--- config.mk ---
export PLATFORM = sky130hd
export DESIGN_NAME = bcd_dabble_converter
export DESIGN_NICKNAME = d
export VERILOG_FILES = /design/src/rtl/dabble_pkg.sv /design/src/rtl/dabble_adjust_nibble.sv /design/src/rtl/bcd_dabble_converter.sv
export SDC_FILE = /design/constraint.sdc
export NUM_CORES = 1
export LEC_CHECK = 0
export ABC_AREA = 0
export CAP_MARGIN = 20
export CORE_MARGIN = 8
export CORE_UTILIZATION = 34
export DETAILED_ROUTE_END_ITERATION = 16
export HOLD_SLACK_MARGIN = 0.05
export REMOVE_ABC_BUFFERS = 1
export SLEW_MARGIN = 20
export SYNTH_ARGS = -nofsm -noshare
export SYNTH_HDL_FRONTEND = slang
export SYNTH_HIERARCHICAL = 1
export SYNTH_SLANG_ARGS = --single-unit
--- constraint.sdc ---
create_clock -name clk -period 3.6 [get_ports clk]
set_clock_uncertainty 0.15 [all_clocks]
set_input_delay 0.72 -clock clk [delete_from_list [all_inputs] [get_ports clk]]
set_output_delay 0.72 -clock clk [all_outputs]
set_load 0.02 [all_outputs]
--- src/rtl/dabble_pkg.sv ---
// Shared constants for the double-dabble binary-to-BCD converter.
// Holds FSM states, nibble adjust constants and the seven-segment table.
package dabble_pkg;

  localparam int NIBBLE_W   = 4;
  localparam int SEG_W      = 7;
  localparam int ADJ_THRESH = 5;
  localparam int ADJ_ADD    = 3;

  typedef enum logic [1:0] {
    IDLE  = 2'd0,
    LOAD  = 2'd1,
    SHIFT = 2'd2,
    DONE  = 2'd3
  } state_t;

  // Active-low a..g, a in bit 6; non-decimal codes blank.
  localparam logic [SEG_W-1:0] SEG_TABLE [16] = '{
    7'b0000001, 7'b1001111, 7'b0010010, 7'b0000110,
    7'b1001100, 7'b0100100, 7'b0100000, 7'b0001111,
    7'b0000000, 7'b0000100, 7'b1111111, 7'b1111111,
    7'b1111111, 7'b1111111, 7'b1111111, 7'b1111111
  };

endpackage

--- src/rtl/dabble_adjust_nibble.sv ---
// One BCD digit pre-shift correction: add 3 when the digit is 5 or more.
// The sum stays 4 bits wide; no carry leaves the nibble.
module dabble_adjust_nibble
  import dabble_pkg::*;
(
  input  logic [NIBBLE_W-1:0] nib,
  output logic [NIBBLE_W-1:0] adj
);

  assign adj = (nib >= NIBBLE_W'(ADJ_THRESH))
             ? nib + NIBBLE_W'(ADJ_ADD)
             : nib;

endmodule

--- src/rtl/bcd_dabble_converter.sv ---
// Serial double-dabble binary-to-BCD converter driving the upstream load line.
// Optional registered seven-segment output enabled by BCD_SEVEN_SEG_EN.
module bcd_dabble_converter
  import dabble_pkg::*;
#(
  parameter int WIDTH  = 8,
  parameter int DIGITS = 3
) (
  input  logic                  clk,
  input  logic                  clear,
  input  logic                  start,
  input  logic                  serial_in,
  output logic                  load,
  output logic                  busy,
  output logic                  done,
`ifdef BCD_SEVEN_SEG_EN
  output logic [SEG_W*DIGITS-1:0] seg_out,
`endif
  output logic [4*DIGITS-1:0]   bcd_out
);

  localparam int CNT_W = $clog2(WIDTH) + 1;
  localparam int BCD_W = NIBBLE_W * DIGITS;

  state_t           state;
  state_t           state_nxt;
  logic [CNT_W-1:0] count;
  logic [CNT_W-1:0] count_nxt;
  logic [BCD_W-1:0] bcd_q;
  logic [BCD_W-1:0] bcd_nxt;
  logic [BCD_W-1:0] bcd_adj;

  for (genvar g = 0; g < DIGITS; g++) begin : g_adj
    dabble_adjust_nibble u_adj (
      .nib (bcd_q[g*NIBBLE_W +: NIBBLE_W]),
      .adj (bcd_adj[g*NIBBLE_W +: NIBBLE_W])
    );
  end

  always_ff @(posedge clk or posedge clear) begin
    if (clear) begin
      state <= IDLE;
      count <= '0;
      bcd_q <= '0;
    end else begin
      state <= state_nxt;
      count <= count_nxt;
      bcd_q <= bcd_nxt;
    end
  end

  always_comb begin
    state_nxt = state;
    count_nxt = count;
    bcd_nxt   = bcd_q;
    load      = 1'b0;
    busy      = 1'b0;
    done      = 1'b0;
    unique case (state)
      IDLE: begin
        if (start) state_nxt = LOAD;
      end
      LOAD: begin
        load      = 1'b1;
        busy      = 1'b1;
        bcd_nxt   = '0;
        count_nxt = '0;
        state_nxt = SHIFT;
      end
      SHIFT: begin
        busy      = 1'b1;
        bcd_nxt   = (bcd_adj << 1) | BCD_W'(serial_in);
        count_nxt = count + 1'b1;
        if (count == CNT_W'(WIDTH - 1))
          state_nxt = DONE;
      end
      DONE: begin
        done = 1'b1;
        // Held start chains straight into the next load.
        state_nxt = start ? LOAD : IDLE;
      end
      default: state_nxt = IDLE;
    endcase
  end

  assign bcd_out = bcd_q;

`ifdef BCD_SEVEN_SEG_EN
  logic [SEG_W*DIGITS-1:0] seg_q;
  logic [SEG_W*DIGITS-1:0] seg_nxt;

  always_comb begin
    seg_nxt = '1;
    for (int i = 0; i < DIGITS; i++)
      seg_nxt[i*SEG_W +: SEG_W] =
        SEG_TABLE[bcd_nxt[i*NIBBLE_W +: NIBBLE_W]];
  end

  always_ff @(posedge clk or posedge clear) begin
    if (clear)     seg_q <= '1;
    else if (busy) seg_q <= seg_nxt;
  end

  assign seg_out = seg_q;
`endif

endmodule
==> flow_summary.toml <==
[status]
status = "complete, no violations"

[synthesis]
synth_area_sq_um = 1110
syn_avg_cell_area_sq_um = 10.1
yosysWarnings = 6
syn_inst = 109

[die]
die-area_sq_um = 5330
start_util_pct = 35.9
die_h_microns = 73.0
ioPinCount = 19
die_width_microns = 73.0
row_count = 20
core_area_sq_um = 3080

[global_route]
grt_pass1_vias = 851
use_met1_pct = 9.68
grt_max_degree = 19
gr-max-usage-layer = "met2"
grt_first_pass_wirelength_mm = 3.62
met3_usage_pct = 1.24
grtUsageTotal_pct = 8.48
antenna_found_initial = 0
met2_usage_pct = 14.2
gr-total-overflow = 0

[detailed_routing]
first_pass_iters = 3
drc = 0
drt_iter0_markers = 14
via_per_inst = 4.90
routedWlPerCell_microns = 11.7
vias = 848
drt_wl_total_mm = 2.03
ant_nets = 0

[pwr]
seqPwrFrac_pct = 34.1
p_int_uw = 440
p_clk_share_pct = 16.3
swShare_pct = 42.5
ir_worst_vdd_mv = 0.484
p_per_area_nw_per_um2 = 561
switchingPower_uw = 326
power_leakage_uw = 0.000679
power_frac_comb_pct = 49.7

[layout]
fin_area_sq_um = 1370
syn2layout_area_growth_pct = 23.4
post_route_cells_drive_above_1_share_pct = 7.75
ff_latch_area_sq_um = 450
fill_cells = 296
nets = 147
antenna_cells = 0
multi_input_area_sq_um = 602

[setup_path]
worst-path-max-fanout = 8
crit_slowest_cell = "clkdlybuf4s50_1"
arrival_ns = 1.90
cp_num_buf_inv = 2
cp_slowest_stage_delay_ns = 0.65
crit_type = "flop to output pin"
critical_path.endpoint_type = "output pin"
start_kind = "flop"
crit_required_ns = 2.73
crit_path_cell_trace = "inv_1 > ha_1 > clkdlybuf4s50_1"
cpLargestDelayFamily = "buffers and inverters"

[placement]
dp_hpwl_mm = 1.58
dpl_cell_area_sq_um = 1330
gp_congestion = 0.836
dp_slack_ns = 1.15
numPortBuffers = 18

[clocking]
holdBufCountCts = 0
h-tree-depth = 1
cts_buffers = 3
root_buffer = "clkbuf_4"
path_clk_slew_ns = 0.11
post_cts_resized = 0
insertion_delay_ns = 0.29
cts_tree = "yes"
cts_buffer_depth = 2
postCtsSetupBuffers = 0
cts_num_sinks = 18

[sta]
setup-tns-final_ns = 0
holdWs_ns = 0.381
setup_violations = 0
fin_crit_sh_pct = 77.0
hold_viol = 0
tightest_slew_ns = 0.664
relSlewSlack_pct = 55.7
slew_viol_final = 0
setup_slack_ns = 0.830
max_clock_freq_ghz = 0.361
rsz0062_at_grt = "false"
period_minus_slack_ns = 2.77

[job]
maxCapViolations = 0

[min_path]
hp-class = "flop to flop"
==> placed cells by master, fill, tap and decap left out <==
cell type and n:
inv_2 1, xnor2_1 3, a22o_1 12, a21oi_2 3
dfrtp_1 18, nand2b_1 5, a21oi_1 1, a211o_1 1
inv_1 10, nand3_1 4, nand2_1 13, and2b_1 1
o311ai_0 1, mux2i_1 5, o21ai_0 5, and2b_4 1
and2_1 1, ha_1 13, nor2_1 4, clkdlybuf4s50_1 18
clkbuf_8 1, nand3b_4 1, a211oi_1 1, o21ai_1 2
clkbuf_4 3, a22oi_1 1
==> power groups by stage <==
stage / clock [uW] / combinational, uW / sequential, uW
global route: 138 / 424 / 266
floorplan: 0 / 260 / 266
global placement: 0 / 384 / 263
finish: 124 / 380 / 261
detailed placement: 0 / 389 / 265
CTS: 128 / 389 / 261
==> stage by stage <==
| step | total power (uW) | util (%) | cells |
|---|---|---|---|
| global placement | 647 | 43.2 | 169 |
| detailed placement | 653 | 43.2 | 169 |
| global route | 829 | 44.3 | 173 |
| CTS | 779 | 44.3 | 173 |
| finish | 766 | 44.3 | 173 |
| floorplan | 526 | - | 107 |
==> worst paths after layout <==
kind / startpoint / end / slack, ns / depth (start not counted)
min: count[0] / count[0] / 0.38 / 1
max in group asynchronous: clear / bcd_out[1] / 2.21 / 2
min reg2reg: count[0] / count[0] / 0.38 / 1
max reg2reg: state[1] / bcd_out[9] / 1.77 / 4
max: state[1] / busy / 0.83 / 3
min in group asynchronous: clear / count[0] / 0.66 / 2
==> state kept, by name, summed over array words and instances, names as in the netlist <==
register / flops
bcd_out: 12
count: 4
state: 2
==> metal layers <==
layer	up-vias	share of wire, %	wire [microns]
met5	-	0	0
met4	0	1.3	27
met3	2	3.4	69
met2	11	49	992
met1	419	46	939
li1	416	-	-
==> layout make-up <==
cell class | instances | area share (%)
Clock buffer | 4 | 2.66
Inverter | 11 | 3.02
Multi-Input combinational cell | 78 | 44.1
Sequential cell | 18 | 33.0
Tap cell | 44 | 4.03
Timing Repair Buffer | 18 | 13.2
Power figures use the tool's default switching activity.
